<file path="config.mk">
export PLATFORM = sky130hd
export DESIGN_NAME = hs_rx_fifo
export DESIGN_NICKNAME = d
export VERILOG_FILES = /design/src/rtl/hs_pkg.sv /design/src/rtl/hs_rx_fifo_mem.sv /design/src/rtl/hs_rx_fifo.sv
export SDC_FILE = /design/constraint.sdc
export NUM_CORES = 1
export LEC_CHECK = 0
export ABC_AREA = 0
export BUFFER_PORTS_ARGS = -buffer_cell sky130_fd_sc_hd__buf_2
export CAP_MARGIN = 20
export CORE_ASPECT_RATIO = 2
export CORE_MARGIN = 2
export CORE_UTILIZATION = 24
export CTS_BUF_LIST = sky130_fd_sc_hd__clkbuf_4
export DETAILED_ROUTE_END_ITERATION = 10
export SLEW_MARGIN = 5
export SYNTH_ARGS = -nofsm -noshare
export SYNTH_HDL_FRONTEND = slang
export SYNTH_SLANG_ARGS = --single-unit
</file>
<file path="constraint.sdc">
create_clock -name clk -period 1.6 [get_ports clk]
set_input_delay 0.08 -clock clk [delete_from_list [all_inputs] [get_ports clk]]
set_output_delay 0.08 -clock clk [all_outputs]
set_load 0.05 [all_outputs]
</file>
<file path="src/rtl/hs_pkg.sv">
// -----------------------------------------------------------------------------
// hs_pkg
// Shared constants and types for the handshake receive path. hs_rx_fifo and
// handshake_top both use these, so the defaults and the statistic counter
// type stay the same in both places.
//
// Contents:
//   HS_WIDTH_DEFAULT : default data width in bits (8)
//   HS_DEPTH_DEFAULT : default queue depth in entries (4)
//   hs_stat_t        : 16-bit accepted-word statistic counter
// -----------------------------------------------------------------------------
package hs_pkg;

  localparam int HS_WIDTH_DEFAULT = 8;
  localparam int HS_DEPTH_DEFAULT = 4;

  typedef logic [15:0] hs_stat_t;

endpackage : hs_pkg

</file>
<file path="src/rtl/hs_rx_fifo_mem.sv">
// -----------------------------------------------------------------------------
// hs_rx_fifo_mem
// A register array with one write port and one read port, plus the read and
// write pointers. The array holds every queued word, including the word that
// the parent module has copied into its output register. That word sits at
// the read pointer, so the read port presents the entry after it (the next
// head) for the parent to load when a pop occurs.
//
// Ports:
//   clk          : clock, rising edge
//   rst          : synchronous active-high reset, clears both pointers
//   i_push       : write i_wdata at the write pointer and advance it
//   i_pop        : advance the read pointer
//   i_wdata      : write data
//   o_next_data  : entry at read pointer + 1 (the next head word)
// -----------------------------------------------------------------------------
module hs_rx_fifo_mem #(
  parameter int WIDTH = 8,
  parameter int DEPTH = 4
) (
  input  logic             clk,
  input  logic             rst,
  input  logic             i_push,
  input  logic             i_pop,
  input  logic [WIDTH-1:0] i_wdata,
  output logic [WIDTH-1:0] o_next_data
);

  localparam int AW = $clog2(DEPTH);

  logic [WIDTH-1:0] r_mem [DEPTH];
  logic [AW-1:0]    r_wr_ptr;
  logic [AW-1:0]    r_rd_ptr;
  logic [AW-1:0]    w_next_ptr;

  // DEPTH is a power of two, so the pointers wrap modulo DEPTH through
  // ordinary binary overflow. No extra compare logic is needed.
  always_ff @(posedge clk) begin
    // NOTE: always use non-blocking (<=) in clocked blocks. Every register
    // then samples the values from before the edge, as flip-flops do.
    if (rst) begin
      r_wr_ptr <= '0;
      r_rd_ptr <= '0;
    end else begin
      if (i_push) r_wr_ptr <= r_wr_ptr + 1'b1;
      if (i_pop)  r_rd_ptr <= r_rd_ptr + 1'b1;
    end
  end

  // NOTE: the storage array has no reset on purpose. The pointers and the
  // parent's count say which entries are live. Leaving the array out of reset
  // lets it map onto plain registers or RAM without a reset network.
  always_ff @(posedge clk) begin
    if (i_push) r_mem[r_wr_ptr] <= i_wdata;
  end

  assign w_next_ptr  = r_rd_ptr + 1'b1;
  assign o_next_data = r_mem[w_next_ptr];

endmodule : hs_rx_fifo_mem

</file>
<file path="src/rtl/hs_rx_fifo.sv">
// -----------------------------------------------------------------------------
// hs_rx_fifo
// A valid/ready receive queue. The head word is held in an output register,
// so out_data comes from a flop. in_ready is decoded only from the registered
// count, so there is no combinational path from out_ready to in_ready.
//
// Parameters:
//   WIDTH : data width in bits (default HS_WIDTH_DEFAULT)
//   DEPTH : entries, a power of two and at least 2 (default HS_DEPTH_DEFAULT)
//
// Ports:
//   clk       : clock, rising edge
//   rst       : synchronous active-high reset
//   in_valid  : upstream offers in_data
//   in_data   : upstream data word
//   in_ready  : a word can be accepted this cycle (count < DEPTH)
//   out_valid : out_data holds a valid head word
//   out_data  : head word, registered
//   out_ready : consumer takes out_data
//   count     : words held, including the output register
//   xfer_cnt  : count of accepted words, wrapping at 16 bits
//
// Build option:
//   HS_RX_FIFO_STATS_EN : when defined, xfer_cnt counts pushes. When not
//                         defined, xfer_cnt is tied to 0 and no counter is
//                         built.
// -----------------------------------------------------------------------------
module hs_rx_fifo
  import hs_pkg::*;
#(
  parameter int WIDTH = HS_WIDTH_DEFAULT,
  parameter int DEPTH = HS_DEPTH_DEFAULT
) (
  input  logic                   clk,
  input  logic                   rst,
  input  logic                   in_valid,
  input  logic [WIDTH-1:0]       in_data,
  output logic                   in_ready,
  output logic                   out_valid,
  output logic [WIDTH-1:0]       out_data,
  input  logic                   out_ready,
  output logic [$clog2(DEPTH):0] count,
  output hs_stat_t               xfer_cnt
);

  localparam int              CW   = $clog2(DEPTH) + 1;
  localparam logic [CW-1:0]   FULL = CW'(DEPTH);

  logic [CW-1:0]    r_count;
  logic             r_out_valid;
  logic [WIDTH-1:0] r_out_data;

  logic             w_push;
  logic             w_pop;
  logic [CW-1:0]    w_count_nxt;
  logic             w_out_valid_nxt;
  logic [WIDTH-1:0] w_out_data_nxt;
  logic [WIDTH-1:0] w_mem_next;

  assign in_ready  = (r_count < FULL);
  assign out_valid = r_out_valid;
  assign out_data  = r_out_data;
  assign count     = r_count;

  assign w_push = in_valid & in_ready;
  assign w_pop  = r_out_valid & out_ready;

  hs_rx_fifo_mem #(
    .WIDTH (WIDTH),
    .DEPTH (DEPTH)
  ) u_mem (
    .clk         (clk),
    .rst         (rst),
    .i_push      (w_push),
    .i_pop       (w_pop),
    .i_wdata     (in_data),
    .o_next_data (w_mem_next)
  );

  // The output register mirrors the head entry of the array. On a pop, the
  // next head comes from the array if another word is already stored. If the
  // queue held a single word, the next head can only be the word pushed on
  // the same edge, which is written into the array on that edge too, so it
  // is taken from in_data directly.
  always_comb begin
    // NOTE: give every variable a default first. A branch that does not
    // assign it would otherwise infer a latch.
    w_count_nxt     = r_count;
    w_out_valid_nxt = r_out_valid;
    w_out_data_nxt  = r_out_data;

    unique case ({w_push, w_pop})
      2'b10:   w_count_nxt = r_count + 1'b1;
      2'b01:   w_count_nxt = r_count - 1'b1;
      default: w_count_nxt = r_count;
    endcase

    if (w_pop) begin
      if (r_count > CW'(1)) begin
        w_out_data_nxt = w_mem_next;
      end else if (w_push) begin
        w_out_data_nxt = in_data;
      end else begin
        w_out_valid_nxt = 1'b0;
      end
    end else if (!r_out_valid && w_push) begin
      w_out_valid_nxt = 1'b1;
      w_out_data_nxt  = in_data;
    end
  end

  always_ff @(posedge clk) begin
    if (rst) begin
      r_count     <= '0;
      r_out_valid <= 1'b0;
      r_out_data  <= '0;
    end else begin
      r_count     <= w_count_nxt;
      r_out_valid <= w_out_valid_nxt;
      r_out_data  <= w_out_data_nxt;
    end
  end

`ifdef HS_RX_FIFO_STATS_EN
  hs_stat_t r_xfer_cnt;

  always_ff @(posedge clk) begin
    if (rst)         r_xfer_cnt <= '0;
    else if (w_push) r_xfer_cnt <= r_xfer_cnt + 1'b1;
  end

  assign xfer_cnt = r_xfer_cnt;
`else
  assign xfer_cnt = '0;
`endif

endmodule : hs_rx_fifo

</file>
==> out/qor.yml <==
fin_nets: 211
crit_slowest_cell: "dfxtp_2"
grt_pass1_vias: 1218
synth_area_per_cell_um2: 14.2
finalMaxSlewViolations: 0
clock_skew_ns: 0.00732
min_period_ns: 1.39
hpwl_um: 2890
ys_seq_area_share_pct: 60.0
place.gp.congestion: 0.700
critPathCaptureType: "flop"
crit_chain: "inv_1 -> ha_1 -> o21ba_1 -> o21ai_2 -> buf_6 -> nor2_1 -> a211oi_1"
areaGrowthSynthToFinish_pct: 17.7
p_leak_nw: 0.967
antenna_left: 0
drc: 0
max_stage_delay_ns: 0.36
h-tree-depth: 2
syn_area_um2: 2140
hold_start: "rst"
grt_usage_pct: 8.65
ir_drop_mv: 0.293
initial_core_util_pct: 24.7
nFillCells: 893
clk_path_buf_depth: 2
multiInputGateArea_um2: 744
cp.arrival_ns: 1.67
status: "completed"
grt_pass1_wl_um: 6330
final_cell_mix: "32 x edfxtp_1, 24 x buf_2, 17 x nor2_1"
placeableCoreArea_um2: 8650
post-route-period-util_pct: 86.7
startpoint: "count[1]"
portBuffers: 24
n_antenna_cell: 0
mostFrequentLayoutCell: "edfxtp_1"
drive_above_1_share_pct: 29.8
clock-sinks: 48
cts_inserted_buffers: 5
die_h_um: 137
yosysWarningCount: 0
r2r_start: "count[1]"
worstSetupStartpointType: "flop"
drt_wl_total_um: 3990
routedWlPerCell_um: 13.7
num_vias: 1208
grt_overflow: 0
critPathKind: "reg -> reg"
clk_latency_ns: 0.35
hold_class: "in -> reg"
hold_ws_ns: 0.0735
fmax_mhz: 721
cap_violations: 0
rsz0062_at_grt: "false"
power_density_nw_per_um2: 1070
grt_start_max_net_pins: 17
num_rows: 48
synth-seq-cells: 48
io-pin-count: 41
cts_tree: "built"
power.total_w: 0.00269
synth_cell_type_count: 26
cp.required_ns: 1.88
die_area_um2: 9720
synthCells: 151
hold_viol: 0
fin_setup_tns_ns: 0
firstDrtPassIters: 4
setup_violations: 0
drt-vias-per-instance: 4.15
drt_iter0_drc: 53
antenna_found_initial: 0
clk_pin_slew_ns: 0.13
cp_max_fo: 16
fp.dieW_um: 70.7
regArea_um2: 1290
root_buffer: "clkbuf_4"
fin_util_pct: 29.1
per-stage QoR:
stage | cell area [um2] | cells | worst slack [ns]
2_1_floorplan | 2220 | 166 | -0.0898
3_3_place_gp | 2380 | 275 | 0.229
3_5_place_dp | 2380 | 275 | 0.201
4_1_cts | 2510 | 291 | 0.169
5_1_grt | 2520 | 291 | 0.0294
6_report | 2520 | 291 | 0.213
routing by layer:
metal	up-vias	share of wire [%]	global-route usage (%)
met3	5	4.4	2.19
met5	-	0	0
li1	585	-	-
met2	38	57	16.2
met4	0	1.5	3.14
met1	580	38	9.15
layout make-up:
class	count	share of cell area [%]
Sequential cell	48	51.3
Tap cell	100	4.97
Timing Repair Buffer	39	10.7
Clock buffer	6	1.79
Inverter	7	1.19
Clock inverter	2	0.448
Multi-Input combinational cell	89	29.6
state kept, by name, indices dropped and copies added, names as in the netlist:
signal / cells
u_mem.r_mem: 32
out_data: 8
count: 3
u_mem.r_rd_ptr: 2
u_mem.r_wr_ptr: 2
out_valid: 1
logic make-up (layout without fill, tap and decap cells):
| logic type | Yosys count | count (layout) | synth area share (%) |
|---|---|---|---|
| AO/OA/AOI/OAI | 17 | 17 | 6.15 |
| XOR/XNOR | 5 | 5 | 2.05 |
| adder cells (fa/ha/maj) | 9 | 9 | 5.27 |
| other | 1 | 16 | 0.175 |
| flip-flops | 48 | 48 | 60.0 |
| multiplexers | 17 | 17 | 12.6 |
| AND/OR/NAND/NOR | 25 | 25 | 5.21 |
| buffers and inverters | 29 | 54 | 8.55 |
final timing paths:
kind                            cells after the start  slack [ns]     endpoint
worst max register to register                      7        0.21  out_data[7]
worst min-delay path                                2        0.07     count[0]
worst min register to register                      2        0.55     count[1]
worst max-delay path                                7        0.21  out_data[7]
repair_timing:
action                                  4_1_cts  5_1_grt
buffers inserted                              0        0
endpoints found under the setup margin        0        2
resized for setup                             0        1
hold endpoints to repair                     32        0
hold buffers                                  8        0
worst max-delay path, delay by kind of cell, from the launching register on:
kind | cells | cell delay, ns
buffers and inverters | 2 | 0.26
AOI/OAI and AO/OA | 3 | 0.48
DFF | 1 | 0.36
adders and majority gates | 1 | 0.14
and+or+nand+nor | 1 | 0.06
cell usage after synthesis:
cell type  instances  area [um2]
o21ba_1            1        10.0
mux4_2             8         180
o21ai_4            1        16.3
clkbuf_1           2        7.51
edfxtp_1          32         961
dfxtp_1           16         320
xnor2_1            2        17.5
nor2_1            17        63.8
inv_2              1        3.75
buf_2              2        10.0
ha_1               9         113
xor2_1             3        26.3
buf_6              1        11.3
buf_4             17         128
o21ai_0            1        5.00
o21ai_2            1        8.76
a311oi_1           1        8.76
inv_1              6        22.5
a211oi_1           9        67.6
conb_1             1        3.75
or3_1              1        6.26
nand2_1            2        7.51
mux2i_1            9        90.1
and2_1             4        25.0
a21oi_1            3        15.0
and2_4             1        8.76
power by group:
group / switching, W / leakage, nW / internal, W
clock network: 0.000363 / 0.0293 / 0.000185
logic: 0.000446 / 0.511 / 0.000209
registers: 0.0000579 / 0.427 / 0.00143
Power figures use the tool's default switching activity.
